--- src/rtl/uart_receiver_if.sv ---
// Receive-side bus of the UART receiver: serial pin, FIFO read port and status flags.
// The receiver uses the slave modport; the consumer (load/store path or bench) uses master.
interface uart_receiver_if #(
  parameter int FIFO_DEPTH = 4
);
  localparam int CW = $clog2(FIFO_DEPTH) + 1;

  logic          uart_s_in;
  logic          rd_en;
  logic          clr_err;
  logic [7:0]    rx_data;
  logic          rx_valid;
  logic [CW-1:0] rx_count;
  logic          frame_err;
  logic          overrun;
  logic          busy;

  modport slave (
    input  uart_s_in, rd_en, clr_err,
    output rx_data, rx_valid, rx_count, frame_err, overrun, busy
  );

  modport master (
    output uart_s_in, rd_en, clr_err,
    input  rx_data, rx_valid, rx_count, frame_err, overrun, busy
  );
endinterface

--- src/rtl/uart_receiver.sv ---
// 8N1 UART receiver: mid-bit sampling FSM feeding a first-word-fall-through FIFO,
// with sticky framing/overrun flags cleared by software.
module uart_receiver #(
  parameter int BAUD_DIV   = 868,
  parameter int FIFO_DEPTH = 4
) (
  input logic           clk,
  input logic           rst,
  uart_receiver_if.slave bus
);
  localparam int AW   = $clog2(FIFO_DEPTH);
  localparam int CW   = AW + 1;
  localparam int CNTW = $clog2(BAUD_DIV);
  localparam logic [CNTW-1:0] HALF_LOAD = CNTW'(BAUD_DIV / 2 - 1);
  localparam logic [CNTW-1:0] FULL_LOAD = CNTW'(BAUD_DIV - 1);

  typedef enum logic [2:0] {
    S_IDLE,
    S_START,
    S_DATA,
    S_STOP,
    S_WAIT_HIGH
  } state_t;

  state_t          state;
  logic [CNTW-1:0] cnt;
  logic [2:0]      bit_idx;
  logic [7:0]      shreg;
  logic            busy_q;
  logic            s_meta;
  logic            s_sync;

  logic [7:0]      mem [FIFO_DEPTH];
  logic [CW-1:0]   wr_ptr;
  logic [CW-1:0]   rd_ptr;
  logic            full;
  logic            empty;
  logic            pop;
  logic            push;
  logic            wr_ok;
  logic            frame_set;
  logic            overrun_set;
  logic            frame_err_q;
  logic            overrun_q;

  always_ff @(posedge clk) begin
    if (!rst) begin
      s_meta <= 1'b1;
      s_sync <= 1'b1;
    end else begin
      s_meta <= bus.uart_s_in;
      s_sync <= s_meta;
    end
  end

  always_ff @(posedge clk) begin
    if (!rst) begin
      state   <= S_IDLE;
      cnt     <= '0;
      bit_idx <= '0;
      shreg   <= '0;
      busy_q  <= 1'b0;
    end else begin
      case (state)
        S_IDLE: begin
          if (!s_sync) begin
            cnt    <= HALF_LOAD;
            state  <= S_START;
            busy_q <= 1'b1;
          end
        end
        S_START: begin
          if (cnt != '0) begin
            cnt <= cnt - CNTW'(1);
          end else if (!s_sync) begin
            cnt     <= FULL_LOAD;
            bit_idx <= '0;
            state   <= S_DATA;
          end else begin
            state  <= S_IDLE;
            busy_q <= 1'b0;
          end
        end
        S_DATA: begin
          if (cnt != '0) begin
            cnt <= cnt - CNTW'(1);
          end else begin
            shreg[bit_idx] <= s_sync;
            cnt            <= FULL_LOAD;
            if (bit_idx == 3'd7) state <= S_STOP;
            else                 bit_idx <= bit_idx + 3'd1;
          end
        end
        S_STOP: begin
          if (cnt != '0) begin
            cnt <= cnt - CNTW'(1);
          end else begin
            // A low stop bit parks in WAIT_HIGH so a held break is not re-read as frames.
            state  <= s_sync ? S_IDLE : S_WAIT_HIGH;
            busy_q <= !s_sync;
          end
        end
        S_WAIT_HIGH: begin
          if (s_sync) begin
            state  <= S_IDLE;
            busy_q <= 1'b0;
          end
        end
        default: begin
          state  <= S_IDLE;
          busy_q <= 1'b0;
        end
      endcase
    end
  end

  always_comb begin
    push        = (state == S_STOP) && (cnt == '0) && s_sync;
    frame_set   = (state == S_STOP) && (cnt == '0) && !s_sync;
    empty       = (wr_ptr == rd_ptr);
    full        = (wr_ptr[AW] != rd_ptr[AW]) && (wr_ptr[AW-1:0] == rd_ptr[AW-1:0]);
    pop         = bus.rd_en && !empty;
    // A pop in the same cycle frees the slot the push lands in, so a full FIFO still accepts.
    wr_ok       = push && (!full || pop);
    overrun_set = push && full && !pop;
  end

  always_ff @(posedge clk) begin
    if (!rst) begin
      wr_ptr <= '0;
      rd_ptr <= '0;
      mem    <= '{default: '0};
    end else begin
      if (wr_ok) begin
        mem[wr_ptr[AW-1:0]] <= shreg;
        wr_ptr              <= wr_ptr + CW'(1);
      end
      if (pop) rd_ptr <= rd_ptr + CW'(1);
    end
  end

  always_ff @(posedge clk) begin
    if (!rst) begin
      frame_err_q <= 1'b0;
      overrun_q   <= 1'b0;
    end else begin
      if (frame_set)        frame_err_q <= 1'b1;
      else if (bus.clr_err) frame_err_q <= 1'b0;
      if (overrun_set)      overrun_q   <= 1'b1;
      else if (bus.clr_err) overrun_q   <= 1'b0;
    end
  end

  assign bus.rx_data   = mem[rd_ptr[AW-1:0]];
  assign bus.rx_valid  = !empty;
  assign bus.rx_count  = wr_ptr - rd_ptr;
  assign bus.frame_err = frame_err_q;
  assign bus.overrun   = overrun_q;
  assign bus.busy      = busy_q;
endmodule

--- src/flat_wrapper.sv ---
// flat-port wrapper written by rule: the top's interface ports become plain ports
module uart_receiver_flat 
#(
  parameter int BAUD_DIV   = 868,
  parameter int FIFO_DEPTH = 4
)
  (clk, rst, bus_uart_s_in, bus_rd_en, bus_clr_err, bus_rx_data, bus_rx_valid, bus_rx_count, bus_frame_err, bus_overrun, bus_busy);
  uart_receiver_if #(.FIFO_DEPTH(FIFO_DEPTH)) bus_i ();
  input logic clk;
  input logic rst;
  input wire logic [$bits(bus_i.uart_s_in)-1:0] bus_uart_s_in;
  input wire logic [$bits(bus_i.rd_en)-1:0] bus_rd_en;
  input wire logic [$bits(bus_i.clr_err)-1:0] bus_clr_err;
  output wire logic [$bits(bus_i.rx_data)-1:0] bus_rx_data;
  output wire logic [$bits(bus_i.rx_valid)-1:0] bus_rx_valid;
  output wire logic [$bits(bus_i.rx_count)-1:0] bus_rx_count;
  output wire logic [$bits(bus_i.frame_err)-1:0] bus_frame_err;
  output wire logic [$bits(bus_i.overrun)-1:0] bus_overrun;
  output wire logic [$bits(bus_i.busy)-1:0] bus_busy;
  assign bus_i.uart_s_in = bus_uart_s_in;
  assign bus_i.rd_en = bus_rd_en;
  assign bus_i.clr_err = bus_clr_err;
  assign bus_rx_data = bus_i.rx_data;
  assign bus_rx_valid = bus_i.rx_valid;
  assign bus_rx_count = bus_i.rx_count;
  assign bus_frame_err = bus_i.frame_err;
  assign bus_overrun = bus_i.overrun;
  assign bus_busy = bus_i.busy;
  uart_receiver #(.BAUD_DIV(BAUD_DIV), .FIFO_DEPTH(FIFO_DEPTH)) u_core (.clk(clk), .rst(rst), .bus(bus_i));
endmodule
--- config.mk ---
export PLATFORM = sky130hd
export DESIGN_NAME = uart_receiver_flat
export DESIGN_NICKNAME = d
export VERILOG_FILES = /design/src/rtl/uart_receiver_if.sv /design/src/rtl/uart_receiver.sv /design/src/flat_wrapper.sv
export SDC_FILE = /design/constraint.sdc
export NUM_CORES = 1
export LEC_CHECK = 0
export ABC_AREA = 1
export ABC_CLOCK_PERIOD_IN_PS = 2100
export CAP_MARGIN = 15
export CORE_MARGIN = 2
export CORE_UTILIZATION = 56
export CTS_BUF_LIST = sky130_fd_sc_hd__clkbuf_4 sky130_fd_sc_hd__clkbuf_8
export DETAILED_ROUTE_END_ITERATION = 16
export PLACE_DENSITY = 0.85
export SLEW_MARGIN = 15
export SYNTH_ARGS = -nofsm -noshare
export SYNTH_HDL_FRONTEND = slang
export SYNTH_SLANG_ARGS = --single-unit
export TNS_END_PERCENT = 50
--- constraint.sdc ---
create_clock -name clk -period 2.1 [get_ports clk]
set_clock_uncertainty 0.15 [all_clocks]
set_input_delay 0.21 -clock clk [delete_from_list [all_inputs] [get_ports clk]]
set_output_delay 0.21 -clock clk [all_outputs]
set_load 0.02 [all_outputs]
==> summary.md, run 1 <==
| Metric | Value |
|---|---|
| Outcome | finished, final reports clean |
| Worst min path class | reg -> reg |
| Adder-cell area share of the yosys netlist | 4.150% |
| Slew Limit Fails | 0 |
| IO Count | 20 |
| Vias in the first global route | 3,162 |
| Post-DP HPWL | 5.260 mm |
| Synth Area in XOR/XNOR | 1.753% |
| Setup crit end kind | register |
| WL final | 8.323 mm |
| CTS Buf Count | 9 |
| Routability cong. | 0.8632 |
| Post-Synthesis Cell Area | 0.003497 mm² |
| Worst hold slack | 0.2738 ns |
| DRC Markers | 0 |
| Final hold viol count | 0 |
| Post-route ant nets | 0 |
| First-pass GRT wire length | 13.52 mm |
| Simple-Gate Fraction of Synth Area | 31.23% |
| Clk slew on worst S/H paths | 0.08 ns |
| DRT Pass-1 Iters | 5 |
| Synth Instances | 513 |
| Vias | 3,499 |
| Initial DRC count | 260 |
| Yosys cell types | 34 |
| Lkg Pwr | 1.805 nW |
| Core footprint | 0.005991 mm² |
| Area growth from synthesis to layout | 19.25% |
| Port buffer count | 19 |
| Setup WS pre-CTS | 0.01496 ns |
| Total chip power | 5.192 mW |
| Syn_nets | 529 |
| Chip height | 83.03 µm |
| Largest family of logic cells by synthesized area | simple AND/OR/NAND/NOR gates |
| Critical path launch point type | register |
| Die X-Extent | 83.03 µm |
| Die area | 0.006893 mm² |
| Worst VDD drop | 0.8539 mV |
| H-tree depth | 3 |
| Clk_lat worst skew | 0.34 ns |
| Critical path required time | 2.21 ns |
| Sequential-to-total area share from yosys stat | 38.35% |
| Post-route setup slack | 0.06517 ns |
| Per-cell routed wire length | 13.32 µm |
| Async SR Flop Fraction | 0% |
| Antenna cell count | 0 |
| WP data arrival | 2.15 ns |
| Final setup fails | 0 |
| Hold Buf Count CTS | 0 |
| Clock Path Buffers | 2 |
| Syn. warnings | 0 |
| Max transition margin | 55.57% |
| Final Critical Period | 2.035 ns |
| Fmax | 491.4 MHz |
| Initial antenna violation count | 0 |
| GR Overflow Total | 0 |
| Synthesized area per cell | 6.817 µm² |
| CTS tree | built |
| Worst Tran Pin Value | 0.6664 ns |
| Max_cap viols | 0 |
| Rows | 28 |
| Synth Area in Compound Gates | 16.24% |
| Power density over cell area | 1245 mW/mm² |
| Crit share post-route | 96.90% |
| NumNets Final | 561 |
| Initial Utilization | 58.38% |
| #FFs+latches synth | 67 |
| Mux contribution to synthesized area | 0% |
| Post-synth top flop | dfxtp_1 |
| Crit Path Max Fanout | 18 |
| Layout cells sized above 1 | 14.36% |
| Vias per cell | 5.598 |
| Post-synth EDFFs | 0 |
| Pin count of the biggest net entering global routing | 37 |
| Crit Path Category | reg -> reg |
| CTS Sinks | 67 |
| Sum Neg Setup Slack | 0 ns |
| GR Util All Layers | 23.44% |
| Post-Place Cell Area | 0.003812 mm² |
| Root Buffer | clkbuf_8 |
| Final Cell Area | 0.004170 mm² |
-- layer usage --
layer / GRT usage [%] / vias up / routed length [µm]
met1: 28.13 / 1624 / 3427
li1: - / 1725 / -
met4: 10.58 / 0 / 198
met3: 5.964 / 20 / 501
met5: 0 / - / 0
met2: 39.44 / 130 / 4195
-- cells in the mapped netlist (3+ instances only) --
cell	instances	share of area, %
a211oi_1	3	0.64
a21oi_1	42	6.0
a21oi_2	7	1.8
buf_2	6	0.86
clkbuf_1	15	1.6
dfxtp_1	67	38
ha_1	10	3.6
inv_1	38	4.1
inv_2	6	0.64
nand2_1	87	9.3
nand2_2	3	0.54
nand3_1	42	6.0
nor2_1	106	11
nor2_2	3	0.54
nor3_1	4	0.57
o21ai_0	36	5.2
o22ai_1	8	1.4
or2_2	3	0.54
xnor2_1	4	1.0
xor2_1	3	0.75
-- cells by family after synthesis --
family                   after synthesis
AND/OR/NAND/NOR                      256
AO/OA/AOI/OAI                        102
XOR/XNOR                               7
adder cells (fa/ha/maj)               11
buffers and inverters                 70
flip-flops                            67
-- layout by cell type (no fill, tap or decap), types with 7 or more instances in the layout --
cell / n
nor2_1: 105
nand2_1: 87
dfxtp_1: 65
nand3_1: 42
a21oi_1: 42
inv_1: 38
o21ai_0: 35
buf_4: 19
ha_1: 9
clkbuf_8: 9
o22ai_1: 8
a21oi_2: 7
clkdlybuf4s50_1: 7
-- where the power goes --
part	switching, mW	internal, mW
clock network	0.524	0.676
logic	1.50	0.883
registers	0.171	1.44
-- worst max-delay path, stage by stage (launching register included) --
cell and delay (ns):
dfxtp_1 0.32, inv_1 0.14, ha_4 0.18, nand3_2 0.13
nor2_4 0.15, nand4_2 0.13, nor2_4 0.17, buf_12 0.15
clkbuf_16 0.18, a21oi_1 0.07, nor2_1 0.19
-- worst paths after layout --
path	depth (start not counted)	startpoint	slack (ns)	endpoint
setup reg to reg	10	u_core.cnt[0]$_SDFFE_PN0P_	0.07	u_core.mem[20]$_SDFFE_PN0P_
hold / removal	1	u_core.s_meta$_SDFF_PN1_	0.27	u_core.s_sync$_SDFF_PN1_
hold reg to reg	1	u_core.s_meta$_SDFF_PN1_	0.27	u_core.s_sync$_SDFF_PN1_
setup / recovery	10	u_core.cnt[0]$_SDFFE_PN0P_	0.07	u_core.mem[20]$_SDFFE_PN0P_
-- per-stage QoR --
step / instances / utilization [%]
floorplan: 513 / -
global placement: 601 / 63.64
detailed placement: 601 / 63.64
CTS: 617 / 67.13
global route: 625 / 69.61
finish: 625 / 69.61
-- layout make-up --
class	count	area, µm²
tap	75	93.84
timing repair buffer	45	436.7
multi-input combinational	376	1901
clock buffer	9	123.9
clock inverter	7	98.84
fill	500	1821
sequential	67	1344
inverter	46	172.7
-- state kept, by name, summed over array words and instances (netlist names) --
name,count
u_core.mem,32
u_core.cnt,10
u_core.shreg,8
u_core.bit_idx,3
u_core.rd_ptr,3
u_core.state,3
u_core.wr_ptr,3
u_core.bus.busy,1
u_core.bus.frame_err,1
u_core.bus.overrun,1
u_core.s_meta,1
u_core.s_sync,1
-- repair_timing --
| action | in CTS | in global routing |
|---|---|---|
| gates resized for setup | 18 | 20 |
| pin swaps | 0 | 1 |
| setup buffers | 0 | 6 |
| endpoints found under the setup margin | 12 | 59 |
| cloned | 0 | 2 |
Note: power is estimated with default switching activity, not from simulation.
==> run 2, diff against run 1 <==
- SKIP_CTS_REPAIR_TIMING: not set -> 1
==> run 2 against run 1 <==
  * Combinational power is 2% higher
  * Clock-buffer cell count is the same
  * Sequential power is essentially flat
  * Largest cell class unchanged
  * Largest power group unchanged
==> summary.md, run 2 (synthesis gave the netlist of run 1 again) <==
| Metric | Value |
|---|---|
| Commonest non-fill, non-tap cell in the layout | nor2_1 (unchanged) |
| Worst VDD drop | 0.8818 mV (was 0.8539 mV) |
| Outcome | finished, final reports clean (unchanged) |
| Routability cong. | 0.8632 (unchanged) |
| Power density over cell area | 1244 mW/mm² (was 1245 mW/mm²) |
| Post-route ant nets | 0 (unchanged) |
| GR Overflow Total | 0 (unchanged) |
| Crit Path Category | reg -> out (was reg -> reg) |
| Area occupied by multi-input gates | 0.001906 mm² (was 0.001901 mm²) |
| CTS tree | built (unchanged) |
| Initial antenna violation count | 0 (unchanged) |
| Critical path launch point type | register (unchanged) |
| Critical path required time | 1.74 ns (was 2.21 ns) |
| Top Registers | u_core.mem x32, u_core.cnt x10, u_core.shreg x8 (unchanged) |
| Layout cells sized above 1 | 13.64% (was 14.36%) |
| Port buffer count | 19 (unchanged) |
| Lkg Pwr | 1.964 nW (was 1.805 nW) |
| Worst Tran Pin Value | 0.6708 ns (was 0.6664 ns) |
| Die X-Extent | 83.03 µm (unchanged) |
| Most frequent cells in the layout | 106 x nor2_1, 87 x nand2_1, 67 x dfxtp_1 (was 105 x nor2_1, 87 x nand2_1, 65 x dfxtp_1) |
| GR Util All Layers | 23.33% (was 23.44%) |
| Fmax | 491.3 MHz (was 491.4 MHz) |
| Fillers | 489 (was 500) |
| Antenna cell count | 0 (unchanged) |
| Max transition margin | 55.28% (was 55.57%) |
| Clk_lat worst skew | 0.34 ns (about the same) |
| Vias per cell | 5.616 (was 5.598) |
| WL final | 8.326 mm (was 8.323 mm) |
| Clk slew on worst S/H paths | 0.08 ns (about the same) |
| Pin count of the biggest net entering global routing | 37 (unchanged) |
| Rows | 28 (unchanged) |
| Final setup fails | 0 (unchanged) |
| Post-DP HPWL | 5.260 mm (unchanged) |
| Area growth from synthesis to layout | 20.39% (was 19.25%) |
| Setup crit end kind | output pin (was register) |
| Post-route setup slack | 0.06475 ns (was 0.06517 ns) |
| NumNets Final | 561 (unchanged) |
| Vias in the first global route | 3,156 (was 3,162) |
| First-pass GRT wire length | 13.47 mm (was 13.52 mm) |
| CTS Buf Count | 9 (unchanged) |
| Slew Limit Fails | 0 (unchanged) |
| Clock Path Buffers | 2 (unchanged) |
| H-tree depth | 3 (unchanged) |
| Final std cells w/o fill | 625 (unchanged) |
| Initial DRC count | 277 (was 260) |
| Worst min path class | reg -> reg (unchanged) |
| Per-cell routed wire length | 13.32 µm (about the same) |
| Final Critical Period | 2.035 ns (about the same) |
| IO Count | 20 (unchanged) |
| Max FFs per register | 32 (unchanged) |
| Crit Path Max Fanout | 2 (was 18) |
| Max_cap viols | 0 (unchanged) |
| Chip height | 83.03 µm (unchanged) |
| Vias | 3,510 (was 3,499) |
| CTS Sinks | 67 (unchanged) |
| Final hold viol count | 0 (unchanged) |
| Crit share post-route | 96.92% (was 96.90%) |
| Setup WS pre-CTS | 0.01496 ns (unchanged) |
| DRC Markers | 0 (unchanged) |
| Initial Utilization | 58.38% (unchanged) |
| WP data arrival | 1.68 ns (was 2.15 ns) |
| Core footprint | 0.005991 mm² (unchanged) |
| Die area | 0.006893 mm² (unchanged) |
| Placed cells | 601 (unchanged) |
| Root Buffer | clkbuf_8 (unchanged) |
| Largest Register | u_core.mem (unchanged) |
| DRT Pass-1 Iters | 5 (unchanged) |
| Reg area | 0.001341 mm² (was 0.001344 mm²) |
## run 2: cell types whose count changed in the layout (fill, tap and decap cells not counted), sizes merged
cell / change
dlymetal6s2s: +11
dlygate4sd2: -6
clkbuf: -2
clkdlybuf4s15: -2
buf: -1
## run 2: per-layer routing
metal	vias up	track usage (%)	share of wire, %
li1	1726	-	-
met1	1644	27.91	42
met2	115	39.30	50
met3	25	5.964	5.0
met4	0	10.58	2.8
met5	-	0	0
## run 2: where the power goes
group          switching, mW  leakage (nW)  internal (mW)  total, mW
Sequential             0.171         0.543           1.44       1.61
Clock                  0.520         0.110          0.676       1.20
Combinational           1.50          1.31          0.933       2.43
Total                   2.19          1.96           3.05       5.24
## run 2: layout make-up
cell class | instances | share of cell area [%]
Tap cell | 75 | 2.229
Clock inverter | 7 | 2.348
Clock buffer | 9 | 2.942
Timing Repair Buffer | 45 | 11.26
Sequential cell | 67 | 31.86
Inverter | 46 | 4.101
Multi-Input combinational cell | 376 | 45.26
## run 2: per-stage QoR
stage                     power (mW)  utilization [%]  area (µm²)  hold WS [ns]   TNS, ns
after floorplan                3.260                -        3497        0.1666         0
after global placement         3.836            63.64        3812        0.2451         0
after detailed placement       3.904            63.64        3812        0.2599         0
after CTS                      5.112            67.36        4035        0.2685    -2.629
after global routing           5.655            70.28        4210        0.2749  -0.02228
final                          5.239            70.28        4210        0.2746         0
## run 2: final timing paths
check                                      to                          start  slack [ns]  depth (start not counted)
setup / recovery              bus_rx_count[2]  u_core.wr_ptr[0]$_SDFFE_PN0P_        0.06                          5
hold / removal       u_core.s_sync$_SDFF_PN1_       u_core.s_meta$_SDFF_PN1_        0.27                          1
setup reg to reg  u_core.mem[20]$_SDFFE_PN0P_  u_core.rd_ptr[1]$_SDFFE_PN0P_        0.07                          8
hold reg to reg      u_core.s_sync$_SDFF_PN1_       u_core.s_meta$_SDFF_PN1_        0.27                          1
## run 2: critical path, cell delays in order, from the launching register on
cell and delay [ns]:
dfxtp_1 0.34, inv_1 0.07, ha_1 0.21, fa_1 0.38, xnor2_1 0.16, clkbuf_2 0.18
==> run 3, diff against run 2 <==
- CORE_UTILIZATION: 56 -> 54
- CTS_BUF_LIST: sky130_fd_sc_hd__clkbuf_4 sky130_fd_sc_hd__clkbuf_8 -> sky130_fd_sc_hd__clkbuf_16
- PLACE_DENSITY: 0.85 -> 0.82
==> run 3 against run 2 <==
  * Clock power grew 30%
  * Sequential power is essentially flat
  * Combinational power hardly changed
  * Power up 6.9%
  * Critical path depth rose by 1
  * Sequential cell count unchanged
  * First-iteration DRC count up 9.7%
  * Sequential share of layout area fell by 0.27 points
  * Via count fell by 1.2%
  * Wire length decreased by 0.74%
  * Largest power group unchanged
==> summary.md, run 3 (synthesis gave the netlist of run 1 again) <==
| Metric | Value |
|---|---|
| Combinational share of power | 43.4% (was 46.4%) |
| Crit Path Category | reg -> out (unchanged) |
| DRT Pass-1 Iters | 5 (unchanged) |
| Critical path launch point type | register (unchanged) |
| Hold Crit Depth | 3 (was 1) |
| Worst path bufs/invs | 4 (was 2) |
| WP data arrival | 1.67 ns (was 1.68 ns) |
| Initial DRC count | 304 (was 277) |
| Initial Utilization | 55.39% (was 58.38%) |
| Critical R2R Capture | u_core.mem[11]$_SDFFE_PN0P_ (was u_core.mem[20]$_SDFFE_PN0P_) |
| Slowest stage delay, CP | 0.35 ns (was 0.38 ns) |
| Final setup fails | 0 (unchanged) |
| Fmax | 493.1 MHz (was 491.3 MHz) |
| DRC Markers | 0 (unchanged) |
| CTS Buf Count | 9 (unchanged) |
| Clock Path Buffers | 2 (unchanged) |
| Lkg Pwr | 1.965 nW (was 1.964 nW) |
| Vias | 3,468 (was 3,510) |
| Power density over cell area | 1318 mW/mm² (was 1244 mW/mm²) |
| Clock power share | 27.9% (was 22.8%) |
| Critical path required time | 1.74 ns (about the same) |
| Commonest non-fill, non-tap cell in the layout | nor2_1 (unchanged) |
| Routability cong. | 0.8472 (was 0.8632) |
| Root Buffer | clkbuf_16 (was clkbuf_8) |
| Placed cells | 602 (was 601) |
| Die X-Extent | 84.48 µm (was 83.03 µm) |
| IO Count | 20 (unchanged) |
| Final Critical Period | 2.028 ns (was 2.035 ns) |
| Vias per cell | 5.576 (was 5.616) |
| Port buffer count | 19 (unchanged) |
| Crit share post-route | 96.58% (was 96.92%) |
| Hold EP | u_core.mem[16]$_SDFFE_PN0P_ (was u_core.s_sync$_SDFF_PN1_) |
| Crit Path Max Fanout | 18 (was 2) |
| NetSw | 2.216 mW (was 2.190 mW) |
| Top Registers | u_core.mem x32, u_core.cnt x10, u_core.shreg x8 (unchanged) |
| Chip height | 84.48 µm (was 83.03 µm) |
| Worst hold slack | 0.04883 ns (was 0.2746 ns) |
| CTS tree | built (unchanged) |
| R2R setup slack | 0.12 ns (was 0.07 ns) |
| Max transition margin | 56.35% (was 55.28%) |
| Vias in the first global route | 3,231 (was 3,156) |
| Worst VDD drop | 1.023 mV (was 0.8818 mV) |
| Largest Register | u_core.mem (unchanged) |
| Layout cells sized above 1 | 12.66% (was 13.64%) |
| GR Util All Layers | 23.75% (was 23.33%) |
| Rows | 29 (was 28) |
| Total chip power | 5.603 mW (was 5.239 mW) |
| Worst path cell trace | buf_6 -> inv_1 -> buf_4 -> o21ai_1 -> o22ai_1 -> dlymetal6s2s_1 (was inv_1 -> ha_1 -> fa_1 -> xnor2_1 -> clkbuf_2) |
| Pin count of the biggest net entering global routing | 47 (was 37) |
| Final Util | 67.32% (was 70.28%) |
| Reg-to-Reg Start | u_core.rd_ptr[1]$_SDFFE_PN0P_ (unchanged) |
| Setup crit end kind | output pin (unchanged) |
| Worst Tran Pin Value | 0.6548 ns (was 0.6708 ns) |
| Max FFs per register | 32 (unchanged) |
| Post-Place Cell Area | 0.003802 mm² (was 0.003812 mm²) |
| Clk slew on worst S/H paths | 0.05 ns (was 0.08 ns) |
| Sum Neg Setup Slack | 0 ns (unchanged) |
| CP top delay family | buffers and inverters (was adder cells) |
| Final std cells w/o fill | 622 (was 625) |
| Worst min path class | in -> reg (was reg -> reg) |
| Outcome | finished, final reports clean (unchanged) |
| Area growth from synthesis to layout | 21.54% (was 20.39%) |
| Final Cell Area | 0.004250 mm² (was 0.004210 mm²) |
| R2r worst-path depth | 9 (was 8) |
| Post-DP HPWL | 5.150 mm (was 5.260 mm) |
| Most frequent cells in the layout | 106 x nor2_1, 87 x nand2_1, 66 x dfxtp_1 (was 106 x nor2_1, 87 x nand2_1, 67 x dfxtp_1) |
| First-pass GRT wire length | 13.97 mm (was 13.47 mm) |
| NumNets Final | 556 (was 561) |
| WL final | 8.264 mm (was 8.326 mm) |
| Post-route ant nets | 0 (unchanged) |
| Clk_lat worst skew | 0.33 ns (was 0.34 ns) |
| GR Overflow Total | 0 (unchanged) |
| Initial antenna violation count | 0 (unchanged) |
| H-tree depth | 3 (unchanged) |
| Slew Limit Fails | 0 (unchanged) |
| Final hold viol count | 0 (unchanged) |
| Post-route setup slack | 0.07190 ns (was 0.06475 ns) |
| Core footprint | 0.006314 mm² (was 0.005991 mm²) |
| Sequential power share | 28.8% (was 30.8%) |
| Setup WS pre-CTS | 0.003859 ns (was 0.01496 ns) |
| Max_cap viols | 0 (unchanged) |
| Antenna cell count | 0 (unchanged) |
| Internal power | 3.387 mW (was 3.049 mW) |
| Slowest-stage cell, CP | dfxtp_1 (was fa_1) |
| Die area | 0.007136 mm² (was 0.006893 mm²) |
| Per-cell routed wire length | 13.29 µm (was 13.32 µm) |
| CTS Sinks | 67 (unchanged) |
| Hold Crit Start | rst (was u_core.s_meta$_SDFF_PN1_) |
| Sw frac | 39.55% (was 41.80%) |
[run 3: changes by cell type in the layout (fill, tap and decap cells not counted), sizes merged]
| cell | previous run | this run |
|---|---|---|
| dlymetal6s2s | 11 | 10 |
| buf | 24 | 20 |
[run 3: how the worst max path moves through the flow]
stage               slack [ns]  cells after the start                           from                          end
global route             -0.02                     11     u_core.cnt[1]$_SDFFE_PN0P_  u_core.mem[19]$_SDFFE_PN0P_
detailed placement       0.004                      5  u_core.wr_ptr[0]$_SDFFE_PN0P_              bus_rx_count[2]
floorplan                 0.03                      9  u_core.rd_ptr[1]$_SDFFE_PN0P_  u_core.mem[13]$_SDFFE_PN0P_
finish                    0.07                      6  u_core.rd_ptr[0]$_SDFFE_PN0P_               bus_rx_data[3]
CTS                      -0.35                      5  u_core.wr_ptr[0]$_SDFFE_PN0P_              bus_rx_count[2]
global placement          0.06                      5  u_core.wr_ptr[0]$_SDFFE_PN0P_              bus_rx_count[2]
[run 3: worst min-delay path, stage by stage]
cell     delay [ns]
buf_2          0.17
nand2_1        0.08
nor2_1         0.03
[run 3: power groups by stage]
stage | combinational [mW] | sequential (mW) | clock (mW)
2_1_floorplan | 1.64 | 1.62 | 0
3_3_place_gp | 2.24 | 1.62 | 0
3_5_place_dp | 2.31 | 1.63 | 0
4_1_cts | 2.34 | 1.60 | 1.57
5_1_grt | 2.74 | 1.63 | 1.64
6_report | 2.43 | 1.61 | 1.56
[run 3: layout make-up]
| cell class | count | area (µm²) |
|---|---|---|
| timing repair buffer | 40 | 430.4 |
| inverter | 46 | 172.7 |
| clock inverter | 7 | 85.08 |
| sequential | 67 | 1343 |
| multi-input combinational | 376 | 1898 |
| tap | 77 | 96.34 |
| clock buffer | 9 | 225.2 |
| fill | 505 | 2063 |
[run 3: routing by layer]
metal | up-vias | track usage [%] | routed length [µm]
li1 | 1720 | - | -
met1 | 1616 | 28.25 | 3493
met2 | 111 | 41.13 | 4114
met3 | 21 | 6.785 | 486
met4 | 0 | 8.225 | 170
met5 | - | 0 | 0
